$ cat config.mk
export PLATFORM = sky130hd
export DESIGN_NAME = huffman_token_sequencer
export DESIGN_NICKNAME = d
export VERILOG_FILES = /design/src/rtl/huffman_token_sequencer.sv
export SDC_FILE = /design/constraint.sdc
export NUM_CORES = 1
export LEC_CHECK = 0
export BUFFER_PORTS_ARGS = -buffer_cell sky130_fd_sc_hd__buf_2
export CORE_ASPECT_RATIO = 1.1
export CORE_MARGIN = 8
export CORE_UTILIZATION = 45
export DETAILED_ROUTE_END_ITERATION = 7
export HOLD_SLACK_MARGIN = 0.06
export PLACE_DENSITY = 0.75
export SLEW_MARGIN = 20
export SYNTH_ARGS = -nofsm -noshare
export SYNTH_HDL_FRONTEND = slang
export SYNTH_SLANG_ARGS = --single-unit
$ cat constraint.sdc
create_clock -name clock -period 3.3 [get_ports clock]
set_clock_uncertainty 0.05 [all_clocks]
set_input_delay 0.99 -clock clock [delete_from_list [all_inputs] [get_ports clock]]
set_output_delay 0.99 -clock clock [all_outputs]
set_load 0.1 [all_outputs]
$ cat src/rtl/huffman_token_sequencer.sv
// Feeds LZ77 tokens to the static DEFLATE Huffman encoder and queues its results
// in a small credit-gated FIFO toward the bit packer.
module huffman_token_sequencer #(
    parameter int unsigned OUT_DEPTH = 2,
    parameter int unsigned EOB_BITS  = 7
) (
    input  logic        clock,
    input  logic        reset,
    input  logic        tok_valid,
    output logic        tok_ready,
    input  logic        tok_eob,
    input  logic        tok_is_pair,
    input  logic [7:0]  tok_literal,
    input  logic [8:0]  tok_length,
    input  logic [14:0] tok_distance,
    output logic        enc_literal,
    output logic        enc_length,
    output logic        enc_distance,
    output logic [7:0]  enc_literal_data,
    output logic [8:0]  enc_length_data,
    output logic [14:0] enc_distance_data,
    input  logic [17:0] enc_data_out,
    input  logic [4:0]  enc_valid_bits,
    output logic        code_valid,
    input  logic        code_ready,
    output logic [17:0] code_data,
    output logic [4:0]  code_bits,
    output logic        err_sticky
);

    localparam int unsigned PW = (OUT_DEPTH > 1) ? $clog2(OUT_DEPTH) : 1;
    localparam int unsigned CW = $clog2(OUT_DEPTH + 1);

    typedef enum logic [2:0] {
        S_IDLE,
        S_LIT,
        S_LEN,
        S_DIST,
        S_EOB
    } state_t;

    state_t          state, state_nx;
    logic            pending;
    logic [CW-1:0]   count;
    logic [PW-1:0]   wr_ptr, rd_ptr;
    logic [22:0]     mem [OUT_DEPTH];

    logic            pop;
    logic            credit_ok;
    logic            strobe;
    logic            eob_push;
    logic            cap_push;
    logic            push;
    logic [22:0]     push_word;

    function automatic logic [PW-1:0] ptr_inc(input logic [PW-1:0] p);
        return (32'(p) == OUT_DEPTH - 1) ? '0 : p + PW'(1);
    endfunction

    assign code_valid = (count != '0);
    assign code_data  = mem[rd_ptr][22:5];
    assign code_bits  = mem[rd_ptr][4:0];
    assign pop        = code_valid & code_ready;

    // The in-flight encoder result already owns a slot, so it counts against credit.
    assign credit_ok  = (32'(count) + 32'(pending)) < (OUT_DEPTH + 32'(pop));

    assign strobe     = enc_literal | enc_length | enc_distance;
    assign cap_push   = pending && (enc_valid_bits != '0);
    assign push       = cap_push | eob_push;
    assign push_word  = eob_push ? {18'd0, 5'(EOB_BITS)} : {enc_data_out, enc_valid_bits};

    always_comb begin
        state_nx     = state;
        enc_literal  = 1'b0;
        enc_length   = 1'b0;
        enc_distance = 1'b0;
        eob_push     = 1'b0;
        tok_ready    = (state == S_IDLE) && !reset;
        unique case (state)
            S_IDLE: begin
                if (tok_valid) begin
                    if (tok_eob)          state_nx = S_EOB;
                    else if (tok_is_pair) state_nx = S_LEN;
                    else                  state_nx = S_LIT;
                end
            end
            S_LIT: begin
                if (credit_ok) begin
                    enc_literal = 1'b1;
                    state_nx    = S_IDLE;
                end
            end
            S_LEN: begin
                if (credit_ok) begin
                    enc_length = 1'b1;
                    state_nx   = S_DIST;
                end
            end
            S_DIST: begin
                if (credit_ok) begin
                    enc_distance = 1'b1;
                    state_nx     = S_IDLE;
                end
            end
            S_EOB: begin
                // Waiting out any in-flight result keeps EOB behind the last code.
                if (!pending && credit_ok) begin
                    eob_push = 1'b1;
                    state_nx = S_IDLE;
                end
            end
            default: state_nx = S_IDLE;
        endcase
    end

    always_ff @(posedge clock or posedge reset) begin
        if (reset) begin
            state             <= S_IDLE;
            pending           <= 1'b0;
            err_sticky        <= 1'b0;
            enc_literal_data  <= '0;
            enc_length_data   <= '0;
            enc_distance_data <= '0;
        end else begin
            state   <= state_nx;
            pending <= strobe;
            if (pending && (enc_valid_bits == '0))
                err_sticky <= 1'b1;
            if (tok_valid && tok_ready) begin
                enc_literal_data  <= tok_literal;
                enc_length_data   <= tok_length;
                enc_distance_data <= tok_distance;
            end
        end
    end

    always_ff @(posedge clock or posedge reset) begin
        if (reset) begin
            count  <= '0;
            wr_ptr <= '0;
            rd_ptr <= '0;
            for (int unsigned i = 0; i < OUT_DEPTH; i++)
                mem[i] <= '0;
        end else begin
            if (push) begin
                mem[wr_ptr] <= push_word;
                wr_ptr      <= ptr_inc(wr_ptr);
            end
            if (pop)
                rd_ptr <= ptr_inc(rd_ptr);
            if (push && !pop)
                count <= count + CW'(1);
            else if (!push && pop)
                count <= count - CW'(1);
        end
    end

endmodule

# Word level (Yosys, flattened, before mapping)
# Cells that the tools add are included.
[classes] n_addsub=6 multipliers=0 div=0 n_lt_le_gt_ge=4 n_eq_ne=8 n_shift=0 n_mux=24 bitwise=6 reduce_logical=19
[op_table] op="23-bit 2-to-1 mux" count=5
[op_table] op="46-bit bitwise mux" count=1
[op_table] op="23-bit demux with 1-bit select" count=1
[op_table] op="3-bit 2-to-1 mux" count=5
[op_table] op="3-bit case mux with 4 select lines" count=1
[op_table] op="1-bit logical AND" count=8
[op_table] op="1-bit 2-to-1 mux" count=8
[op_table] op="3-bit by 2-bit == test with 1-bit output, second input constant" count=2
[op_table] op="2-bit 2-to-1 mux" count=3
[op_table] op="2-bit != test, second input constant" count=3
[op_table] op="5-bit logical NOT" count=1
[op_table] op="5-bit nonzero test" count=1
[op_table] op="2-bit greater-or-equal comparator, second input constant" count=2
[op_table] op="1-bit logical NOT" count=4
[op_table] op="1-bit NOT with 2-bit output" count=2
[op_table] op="4-bit AND reduction" count=1
[op_table] op="2-bit nonzero test" count=2
[op_table] op="2-bit by 1-bit adder with 3-bit output" count=1
[op_table] op="2-bit by 1-bit adder with 3-bit output, first input constant" count=1
[op_table] op="3-bit by 1-bit == test with 1-bit output, second input constant" count=1
[op_table] op="3-bit == test, second input constant" count=1
[op_table] op="3-bit logical NOT" count=1
[op_table] op="3-bit < comparator" count=1
[op_table] op="1-bit bitwise OR" count=3
[op_table] op="other kinds (7)" count=8
[word_totals] reg_bits=87 latchBits=0 mem_bits_rw=0 rom_bits=0 in_bits=61 output_inout_bits=61 word_cells=78 n_memories=0

# Depth between registers and ports, before layout
# Gate-level depths: netlist (run 1).
[depth] depth_word=12 depth_mapped=9 mapped_depth_nobuf=9

# Worst setup path before layout (run 1)
# No wires, ideal clock.
[synth_path] path_type="input -> output" from="in code_ready" to="out enc_literal" t_arrival_ns=2.790 required_ns=2.260 slack_ns=-0.530 cell_stages=5 path_buffers=0 cell_sequence="o21ai_2 -> o21a_4 -> nor3_1 -> nand2_1 -> nor2_1"
[synth_via] elab_chain_cells=5
[synth_lines] item="start: declaration" line="25" source="input logic code_ready,"
[synth_lines] item="1-bit AND" line="63" source="assign pop = code_valid & code_ready;"
[synth_lines] item="2-bit by 1-bit adder with 3-bit output" line="66" source="assign credit_ok = (32'(count) + 32'(pending)) < (OUT_DEPTH + 32'(pop));"
[synth_lines] item="3-bit < comparator" line="66"
[synth_lines] item="1-bit 2-to-1 mux" line="89" source="if (credit_ok) begin"
[synth_lines] item="1-bit 2-to-1 mux" line="80" source="unique case (state)"
[synth_lines] item="end: declaration" line="16" source="output logic enc_literal,"
# No other way between the ends.

# Worst setup path after layout (run 1)
[layout_path] from="reg count[0]" to="out enc_literal"
[layout_via] elab_chain_cells=6 elab_cells_between_ends=7 cone_classes="add/sub: 2; order compare: 1; mux: 2; bitwise: 1; reduce/logical: 1"
[layout_lines] item="start: declaration" line="44" source="logic [CW-1:0] count;"
[layout_lines] item="start signal: assignment" line="153" source="count <= count + CW'(1);"
[layout_lines] item="start signal: assignment" line="155" source="count <= count - CW'(1);"
[layout_lines] item="2-bit nonzero test" line="60" source="assign code_valid = (count != '0);"
[layout_lines] item="1-bit AND" line="63"
[layout_lines] item="2-bit by 1-bit adder with 3-bit output" line="66"
[layout_lines] item="3-bit < comparator (*)" line="66"
[layout_lines] item="1-bit 2-to-1 mux (*)" line="89"
[layout_lines] item="1-bit 2-to-1 mux (*)" line="80"
# Every way passes the cells marked *; elsewhere a longest branch is shown, timed or not.

==> metrics.yaml, run 1 <==
global_routing:
  antenna_found_initial: 0
  grt_pass1_wl_um: 15000
  grt-ovfl-total: 0
  grt_use_total_pct: 16.9
  grt_max_degree: 54
  first_global_vias: 2971
route:
  dr_total_vias: 2699
  drt-total-wl_um: 9290
  viasPerCell: 5.43
  drtIter0Drc: 98
  wl_per_cell_um: 18.7
  ant_nets: 0
  firstDrtPassIters: 4
  drc: 0
die:
  die_y_um: 111
  rows: 34
  dieArea_sq_mm: 0.0114
  io_pins: 122
  fp.dieW_um: 103
  core_sq_mm: 0.00796
  initial_utilization_pct: 46.7
layout:
  synthToLayoutAreaGrowth_pct: 26.3
  num_antenna_cells: 0
  post_layout_nonfiller_instances: 497
  drive_gt1_share_pct: 55.0
  num-nets-final: 448
worst_setup_path:
  cp-start-kind: "register"
  path_class: "reg2out"
  required_ns: 2.26
  slowest_delay_ns: 0.45
  cp_cell_sequence: "ha_1, ha_1, o21a_4, nor3_2, nand2_1, nor2_2, buf_12"
  crit_fanout: 5
  cp-end-kind: "primary output"
  crit_path_frequent_cell: "ha_1"
  worstPathArrival_ns: 2.05
  cpMaxStageDelayCell: "dfrtp_1"
logic_synthesis:
  ys_seq_elements: 87
  avgSynthCellArea_sq_um: 14.0
  synth_cell_types: 31
  yosys_warnings: 0
  seq_area_frac_synth_pct: 58.6
  synthesis.area_sq_mm: 0.00372
  syn-num-nets: 330
  syn_inst: 266
placement:
  dp.cells: 481
  place_congestion: 0.721
  place.detailed.hpwl_um: 6580
  io_buffers: 121
sta:
  finalCriticalPeriod_ns: 3.09
  worstMarginPinSlew_ns: 0.624
  fin_crit_sh_pct: 93.6
  setup_viol: 0
  hold_viol: 0
  maxSlewHeadroom_pct: 58.4
  rsz0062_at_grt: "no"
  max_freq_ghz: 0.324
  finalMaxSlewViolations: 0
  fin_setup_tns_ns: 0
cts:
  htree_levels: 3
  cts.sinks: 87
  clk_pin_slew_ns: 0.08
  clk_root_buffer_cell: "clkbuf_8"
  cts_buffers: 9
  clock_latency_ns: 0.35
  tritoncts: "yes"
  cts.path.max_buffers: 2
status:
  status: "finished clean"
job:
  maxCapViolCount: 0
worst_hold_path:
  hold_class: "reg2reg"
cells by family (layout without fill, tap and decap cells):
family	after synthesis	count (layout)	synth area share [%]
DFF	87	87	58.6
AOI/OAI and AO/OA	62	62	14.8
muxes	55	55	16.7
buffers and inverters	28	151	3.74
and+or+nand+nor	26	26	3.97
xor gates and xnor gates	5	5	1.18
adders and majority gates	3	3	1.01
worst max-delay path, delay by kind of cell (launching register included):
kind,cells,cell delay (ns)
compound gates,1,0.14
simple gates,3,0.42
fa+ha+maj,2,0.49
buf+inv,1,0.19
flops,1,0.45
placed cells by master (no fill, tap or decap), types with 2 or more instances in the layout:
cell	count
a211oi_1	2
a21oi_1	10
a21oi_2	2
a31oi_1	5
a32o_1	40
buf_12	5
buf_2	118
buf_4	6
clkbuf_8	9
clkinv_2	3
clkinvlp_4	2
dfrtp_1	87
ha_1	3
inv_1	5
mux2_2	54
nand2_1	4
nand2_2	2
nor2_1	5
nor4_1	2
or2_2	2
xnor2_1	3
xor2_1	2
final timing paths:
check | start | endpoint | slack (ns) | cells past startpoint
max in group asynchronous | reset | mem[34]$_DFFE_PP0P_ | 1.87 | 3
hold reg to reg | rd_ptr$_DFFE_PP0N_ | rd_ptr$_DFFE_PP0N_ | 0.44 | 1
setup / recovery | count[0]$_DFFE_PP0P_ | enc_literal | 0.21 | 7
setup reg to reg | pending$_DFF_PP0_ | mem[26]$_DFFE_PP0P_ | 0.88 | 5
min in group asynchronous | reset | enc_distance_data[13]$_DFFE_PP0P_ | 0.65 | 2
hold / removal | rd_ptr$_DFFE_PP0N_ | rd_ptr$_DFFE_PP0N_ | 0.44 | 1
timing repair:
action,in CTS,in global routing
endpoints found under the setup margin,0,1
buffers inserted,0,0
hold buffers,0,0
resized for setup,0,1
metrics by stage:
stage	area, sq um	hold slack [ns]	utilization (%)	worst slack, ns
final	4690	0.436	59.0	0.211
after global routing	4690	0.451	59.0	0.0952
after CTS	4690	0.432	58.9	0.0755
after detailed placement	4490	0.420	56.5	0.149
after global placement	4490	0.414	56.5	0.178
after floorplan	3730	0.408	-	-0.0831
registers in the layout, indices dropped and copies added, names as in the netlist:
register and count:
enc_length_data 9, rd_ptr 1, enc_literal_data 8, mem 46, wr_ptr 1, enc_distance_data 15
err_sticky 1, pending 1, count 2, state 3
final cells by class:
cell class	instances	area (sq um)
fill	660	3260
inverter	6	23.8
timing repair buffer	129	736
clock buffer	9	124
multi-input combinational	151	1430
sequential	87	2180
clock inverter	7	72.6
tap	108	135
per-layer routing:
layer / GRT usage, % / part of all wire [%] / up-vias
li1: - / - / 1240
met4: 7.06 / 1.2 / 0
met5: 0 / 0 / -
met3: 7.54 / 12 / 10
met1: 20.3 / 41 / 1327
met2: 25.4 / 46 / 122
synthesized netlist by cell type:
cell / n / area share (%)
buf_6: 4 / 1.2
clkbuf_1: 15 / 1.5
and2_1: 1 / 0.17
nor2_1: 6 / 0.61
nand2_1: 4 / 0.40
and3_1: 1 / 0.17
xnor2_1: 3 / 0.71
buf_2: 3 / 0.40
nand2_2: 2 / 0.34
or2_2: 2 / 0.34
nand2b_1: 1 / 0.17
a211oi_1: 2 / 0.40
a21oi_1: 12 / 1.6
nor2b_1: 1 / 0.17
nor4b_1: 1 / 0.24
and3b_1: 1 / 0.24
xor2_1: 2 / 0.47
inv_1: 6 / 0.61
o21a_4: 1 / 0.40
mux2_1: 1 / 0.30
o31ai_4: 1 / 0.57
mux2_2: 54 / 16
nor4_2: 1 / 0.34
nor3_1: 2 / 0.27
o21ai_2: 1 / 0.24
a31oi_1: 5 / 0.84
dfrtp_1: 87 / 59
a32o_1: 40 / 11
nor4_1: 2 / 0.34
ha_1: 3 / 1.0
nor3b_1: 1 / 0.20
Power of run 1 is left out: the tool's default activity adds up to more than one toggle a clock period on the data nets, which glitch-free logic cannot reach.
==> inputs of run 2 (changes only) <==
Settings changed: ABC_AREA set to 1, CORE_UTILIZATION 45 to 47, PLACE_DENSITY 0.75 to 0.77.
==> run 2 against run 1 <==
  * Worst setup slack gained 0.096 ns
  * First-iteration DRC count grew 66%
  * Register-to-register slack gained 0.27 ns
  * Flip-flop and latch count is the same
  * Non-clock buffer count shrank 1
  * Critical endpoint unchanged
  * Largest cell class unchanged
==> metrics.yaml, run 2 <==
worst_setup_path:
  required_ns: 2.26  # about the same
  path_class: "reg2out"  # unchanged
  cp-start-kind: "register"  # unchanged
  worstPathArrival_ns: 1.95  # was 2.05 ns
  crit_fanout: 5  # unchanged
  cp_cell_sequence: "ha_1, ha_1, nand2_1, nand2_1, nor3_4, buf_12"  # was ha_1, ha_1, o21a_4, nor3_2, nand2_1, nor2_2, buf_12
  cp-end-kind: "primary output"  # unchanged
  slowest_delay_ns: 0.41  # was 0.45 ns
  cpMaxStageDelayCell: "dfrtp_1"  # unchanged
layout:
  layout_common_cells: "nand2_1 (215), buf_2 (98), dfrtp_1 (87)"  # was buf_2 (118), dfrtp_1 (87), mux2_2 (54)
  num_antenna_cells: 0  # unchanged
  top_register: "mem"  # unchanged
  largest_reg_flops: 46  # unchanged
  reg_top3: "mem x46, enc_distance_data x15, enc_length_data x9"  # unchanged
  fillers: 730  # was 660
  final_common_cell: "nand2_1"  # was buf_2
  multi_input_area_sq_mm: 0.00159  # was 0.00143 sq mm
  synthToLayoutAreaGrowth_pct: 29.6  # was 26.3%
  drive_gt1_share_pct: 28.3  # was 55.0%
  final_core_util_pct: 63.0  # was 59.0%
  num-nets-final: 667  # was 448
  regArea_sq_mm: 0.00218  # unchanged
sta:
  worstMarginPinSlew_ns: 0.797  # was 0.624 ns
  maxSlewHeadroom_pct: 46.8  # was 58.4%
  fin_crit_sh_pct: 90.7  # was 93.6%
  finalCriticalPeriod_ns: 2.99  # was 3.09 ns
  rsz0062_at_grt: "no"  # unchanged
  hold_viol: 0  # unchanged
  max_freq_ghz: 0.334  # was 0.324 GHz
  setup_viol: 0  # unchanged
  finalMaxSlewViolations: 0  # unchanged
die:
  fp.dieW_um: 105  # was 103 um
  dieArea_sq_mm: 0.0119  # was 0.0114 sq mm
  rows: 35  # was 34
  io_pins: 122  # unchanged
  core_sq_mm: 0.00841  # was 0.00796 sq mm
  initial_utilization_pct: 48.6  # was 46.7%
  die_y_um: 114  # was 111 um
global_routing:
  grt-ovfl-total: 0  # unchanged
  grt_use_total_pct: 17.7  # was 16.9%
  first_global_vias: 3703  # was 2,971
  grt_pass1_wl_um: 17500  # was 15,000 um
  antenna_found_initial: 0  # unchanged
  grt_max_degree: 65  # was 54
job:
  maxCapViolCount: 0  # unchanged
logic_synthesis:
  synth-compound-area-share_pct: 6.12  # was 14.8%
  avgSynthCellArea_sq_um: 8.33  # was 14.0 sq um
  yosysMostFrequentCell: "nand2_1"  # was dfrtp_1
  synth_top_family_by_area: "simple AND/OR/NAND/NOR gates"  # was multiplexers
  synth_xor_area_share_pct: 0.643  # was 1.18%
  synth_edf_count: 0  # unchanged
  synth-simple-area-share_pct: 30.9  # was 3.97%
  syn-num-nets: 555  # was 330
  async_flop_share_pct: 100  # unchanged
  synthAdderAreaFrac_pct: 0.918  # was 1.01%
  post-synth-top-area-cell: "dfrtp_1"  # unchanged
  synthesis.area_sq_mm: 0.00409  # was 0.00372 sq mm
  synth_cell_types: 25  # was 31
  synth.area.top_cells: "dfrtp_1 (53%), nand2_1 (20%), nand4_1 (6.6%)"  # was dfrtp_1 (59%), mux2_2 (16%), a32o_1 (11%)
  syn_inst: 491  # was 266
  synth.top_cell.area_share_pct: 53.2  # was 58.6%
  synth_ff_type: "dfrtp_1"  # unchanged
  yosys-top-cells-count: "nand2_1 (215), dfrtp_1 (87), inv_1 (48)"  # was dfrtp_1 (87), mux2_2 (54), a32o_1 (40)
  yosys_warnings: 0  # unchanged
  ys_seq_elements: 87  # unchanged
  synthMuxAreaShare_pct: 0  # was 16.7%
  seq_area_frac_synth_pct: 53.2  # was 58.6%
route:
  drtIter0Drc: 163  # was 98
  drt-total-wl_um: 10200  # was 9290 um
  dr_total_vias: 3590  # was 2,699
  wl_per_cell_um: 14.2  # was 18.7 um
  drc: 0  # unchanged
  viasPerCell: 4.99  # was 5.43
  firstDrtPassIters: 4  # unchanged
  ant_nets: 0  # unchanged
cts:
  clk_root_buffer_cell: "clkbuf_8"  # unchanged
  cts_resized: 0  # unchanged
  hold_buffers: 0  # unchanged
  tritoncts: "yes"  # unchanged
  cts.sinks: 87  # unchanged
  cts_setup_buffers: 0  # unchanged
  htree_levels: 3  # unchanged
  clock_latency_ns: 0.35  # about the same
  cts_buffers: 9  # unchanged
  clk_pin_slew_ns: 0.08  # about the same
  cts.path.max_buffers: 2  # unchanged
placement:
  place.detailed.hpwl_um: 7170  # was 6580 um
  io_buffers: 121  # unchanged
  place_congestion: 0.784  # was 0.721
status:
  status: "finished clean"  # unchanged
worst_hold_path:
  hold_class: "reg2reg"  # unchanged
## run 2: cell types whose count changed after synthesis, sizes merged, moves of 10 or more
| cell | delta |
|---|---|
| nand3 | +14 |
| a32o | -40 |
| nand4 | +44 |
| mux2 | -55 |
| a21oi | -10 |
| nand2 | +212 |
| o21ai | +32 |
| inv | +43 |
## run 2: path summary, 6_finish.rpt
| check | from | endpoint | slack [ns] | depth (start not counted) |
|---|---|---|---|---|
| setup / recovery | count[0]$_DFFE_PP0P_ | enc_literal | 0.31 | 6 |
| hold / removal | mem[14]$_DFFE_PP0P_ | mem[14]$_DFFE_PP0P_ | 0.42 | 2 |
| setup reg to reg | wr_ptr$_DFFE_PP0N_ | mem[35]$_DFFE_PP0P_ | 1.15 | 5 |
| hold reg to reg | mem[14]$_DFFE_PP0P_ | mem[14]$_DFFE_PP0P_ | 0.42 | 2 |
| max in group asynchronous | reset | mem[13]$_DFFE_PP0P_ | 1.83 | 3 |
| min in group asynchronous | reset | enc_length_data[6]$_DFFE_PP0P_ | 0.69 | 2 |
## run 2: layout make-up
type                       instances  area share [%]
clock buffer                      12            2.74
clock inverter                     4           0.850
inverter                          49            3.49
multi-input combinational        328            30.1
sequential                        87            41.1
tap                              111            2.62
timing repair buffer             128            19.2
## run 2: through the flow
| stage | instance area [sq um] | hold WS (ns) | instances | TNS, ns | setup WS (ns) |
|---|---|---|---|---|---|
| 2_1_floorplan | 4110 | 0.392 | 491 | -0.374 | -0.141 |
| 3_3_place_gp | 5110 | 0.403 | 703 | 0 | 0.384 |
| 3_5_place_dp | 5110 | 0.409 | 703 | 0 | 0.378 |
| 4_1_cts | 5300 | 0.427 | 719 | 0 | 0.274 |
| 5_1_grt | 5300 | 0.439 | 719 | 0 | 0.180 |
| 6_report | 5300 | 0.422 | 719 | 0 | 0.308 |
## run 2: per-layer routing
metal  up-vias  part of all wire (%)  GRT usage, %
li1       1780                     -             -
met1      1667                    42          21.3
met2       133                    47          28.1
met3        10                    10          7.11
met4         0                   1.0          6.00
met5         -                     0             0
## run 2: kinds of logic after synthesis
| logic type | count (synthesis) |
|---|---|
| flops | 87 |
| compound gates | 36 |
| xor+xnor | 3 |
| fa+ha+maj | 3 |
| simple gates | 286 |
| buf+inv | 76 |
## run 2: worst max-delay path, delay by kind of cell, from the launching register on
family | cells | cell delay [ns]
buffers and inverters | 1 | 0.20
DFF | 1 | 0.41
and+or+nand+nor | 3 | 0.53
adders and majority gates | 2 | 0.47
Power of run 2 is left out for the same reason.
==> inputs of run 3 (changes only) <==
Settings changed: CAP_MARGIN set to 40, CORE_UTILIZATION 47 to 52, PLACE_DENSITY 0.77 to 0.8.
Clock period 3.3 ns to 3.4 ns, I/O delays scaled along.
==> run 3 against run 2 <==
  * Count of clock-buffer cells in the layout shrank 1
  * Flip-flop and latch count is the same
  * First-iteration DRC count increased by 12%
  * Critical endpoint unchanged
  * Largest cell class unchanged
  * Highest routed layer unchanged
==> metrics.yaml, run 3 (synthesis gave the netlist of run 2 again) <==
layout:
  drive_gt1_share_pct: 29.1  # was 28.3%
  top_register: "mem"  # unchanged
  num-nets-final: 671  # was 667
  num_antenna_cells: 0  # unchanged
  layout_common_cells: "nand2_1 (215), buf_2 (118), dfrtp_1 (87)"  # was nand2_1 (215), buf_2 (98), dfrtp_1 (87)
  synthToLayoutAreaGrowth_pct: 25.1  # was 29.6%
  final_common_cell: "nand2_1"  # unchanged
  post_layout_nonfiller_instances: 720  # was 719
  fillers: 656  # was 730
  reg_top3: "mem x46, enc_distance_data x15, enc_length_data x9"  # unchanged
  largest_reg_flops: 46  # unchanged
die:
  initial_utilization_pct: 52.5  # was 48.6%
  core_sq_mm: 0.00778  # was 0.00841 sq mm
  dieArea_sq_mm: 0.0110  # was 0.0119 sq mm
  fp.dieW_um: 101  # was 105 um
  die_y_um: 109  # was 114 um
  io_pins: 122  # unchanged
  rows: 34  # was 35
cts:
  clk_root_buffer_cell: "clkbuf_8"  # unchanged
  clk_pin_slew_ns: 0.08  # about the same
  htree_levels: 3  # unchanged
  cts_buffers: 9  # unchanged
  tritoncts: "yes"  # unchanged
  clock_latency_ns: 0.34  # was 0.35 ns
  cts_resized: 0  # unchanged
  cts_setup_buffers: 0  # unchanged
  hold_buffers: 0  # unchanged
  cts.sinks: 87  # unchanged
  cts.path.max_buffers: 2  # unchanged
route:
  drt-total-wl_um: 10200  # about the same
  ant_nets: 0  # unchanged
  viasPerCell: 5.04  # was 4.99
  drc: 0  # unchanged
  wl_per_cell_um: 14.2  # about the same
  dr_total_vias: 3632  # was 3,590
  firstDrtPassIters: 4  # unchanged
  drtIter0Drc: 182  # was 163
sta:
  max_freq_ghz: 0.331
  hold_viol: 0  # unchanged
  setup_viol: 0  # unchanged
  rsz0062_at_grt: "no"  # unchanged
  finalMaxSlewViolations: 0  # unchanged
  finalCriticalPeriod_ns: 3.02
  fin_crit_sh_pct: 88.9
  worstMarginPinSlew_ns: 0.831  # was 0.797 ns
  maxSlewHeadroom_pct: 44.5  # was 46.8%
global_routing:
  grt_use_total_pct: 19.5  # was 17.7%
  grt_max_degree: 65  # unchanged
  grt-ovfl-total: 0  # unchanged
  grt_pass1_wl_um: 17100  # was 17,500 um
  first_global_vias: 3666  # was 3,703
  antenna_found_initial: 0  # unchanged
placement:
  io_buffers: 121  # unchanged
  dp.cells: 703  # unchanged
  place.detailed.hpwl_um: 7220  # was 7170 um
  place_congestion: 0.794  # was 0.784
worst_setup_path:
  worstPathArrival_ns: 1.95  # about the same
  cp-start-kind: "register"  # unchanged
  required_ns: 2.33  # was 2.26 ns
  crit_fanout: 5  # unchanged
  cpMaxStageDelayCell: "dfrtp_1"  # unchanged
  cp-end-kind: "primary output"  # unchanged
  path_class: "reg2out"  # unchanged
  cp_cell_sequence: "ha_1, ha_1, nand2_1, nand2_1, nor3_4, buf_12"  # unchanged
  slowest_delay_ns: 0.42  # was 0.41 ns
status:
  status: "finished clean"  # unchanged
worst_hold_path:
  hold_class: "reg2reg"  # unchanged
job:
  maxCapViolCount: 0  # unchanged
## run 3: layout make-up
type                            count  area [sq um]  share of cell area (%)
Tap cell                          108           135                    2.64
Inverter                           49           185                    3.62
Multi-Input combinational cell    328          1590                    31.1
Timing Repair Buffer              132           746                    14.6
Clock buffer                       11           151                    2.96
Sequential cell                    87          2180                    42.6
Clock inverter                      5           128                    2.50
## run 3: worst paths after layout
| kind | start | to | slack [ns] | cells after the start |
|---|---|---|---|---|
| worst min register to register | mem[36]$_DFFE_PP0P_ | mem[36]$_DFFE_PP0P_ | 0.43 | 2 |
| worst min-delay path | mem[36]$_DFFE_PP0P_ | mem[36]$_DFFE_PP0P_ | 0.43 | 2 |
| max in group asynchronous | reset | mem[11]$_DFFE_PP0P_ | 2.04 | 4 |
| min in group asynchronous | reset | enc_length_data[6]$_DFFE_PP0P_ | 0.51 | 2 |
| worst max-delay path | count[0]$_DFFE_PP0P_ | enc_literal | 0.38 | 6 |
| worst max register to register | count[0]$_DFFE_PP0P_ | count[1]$_DFFE_PP0P_ | 1.32 | 9 |
## run 3: through the flow
step / cell area (sq um) / hold slack (ns) / setup slack (ns) / setup TNS (ns) / util [%]
after floorplan: 4110 / 0.392 / -0.0707 / -0.164 / -
after global placement: 4820 / 0.403 / 0.425 / 0 / 61.9
after detailed placement: 4820 / 0.408 / 0.418 / 0 / 61.9
after CTS: 5090 / 0.429 / 0.343 / 0 / 65.4
after global routing: 5110 / 0.438 / 0.264 / 0 / 65.7
final: 5110 / 0.426 / 0.379 / 0 / 65.7
## run 3: worst max-delay path, delay by kind of cell (launching register included)
| family | cells | cell delay [ns] |
|---|---|---|
| adders and majority gates | 2 | 0.45 |
| buffers and inverters | 1 | 0.20 |
| DFF | 1 | 0.42 |
| and+or+nand+nor | 3 | 0.52 |
## run 3: per-layer routing
layer	part of all wire [%]	track usage, %	wire length, um
met1	41	22.5	4210
met2	48	32.1	4880
met3	9.3	8.05	952
met4	1.7	7.14	173
met5	0	0	0
Power of run 3 is left out for the same reason.
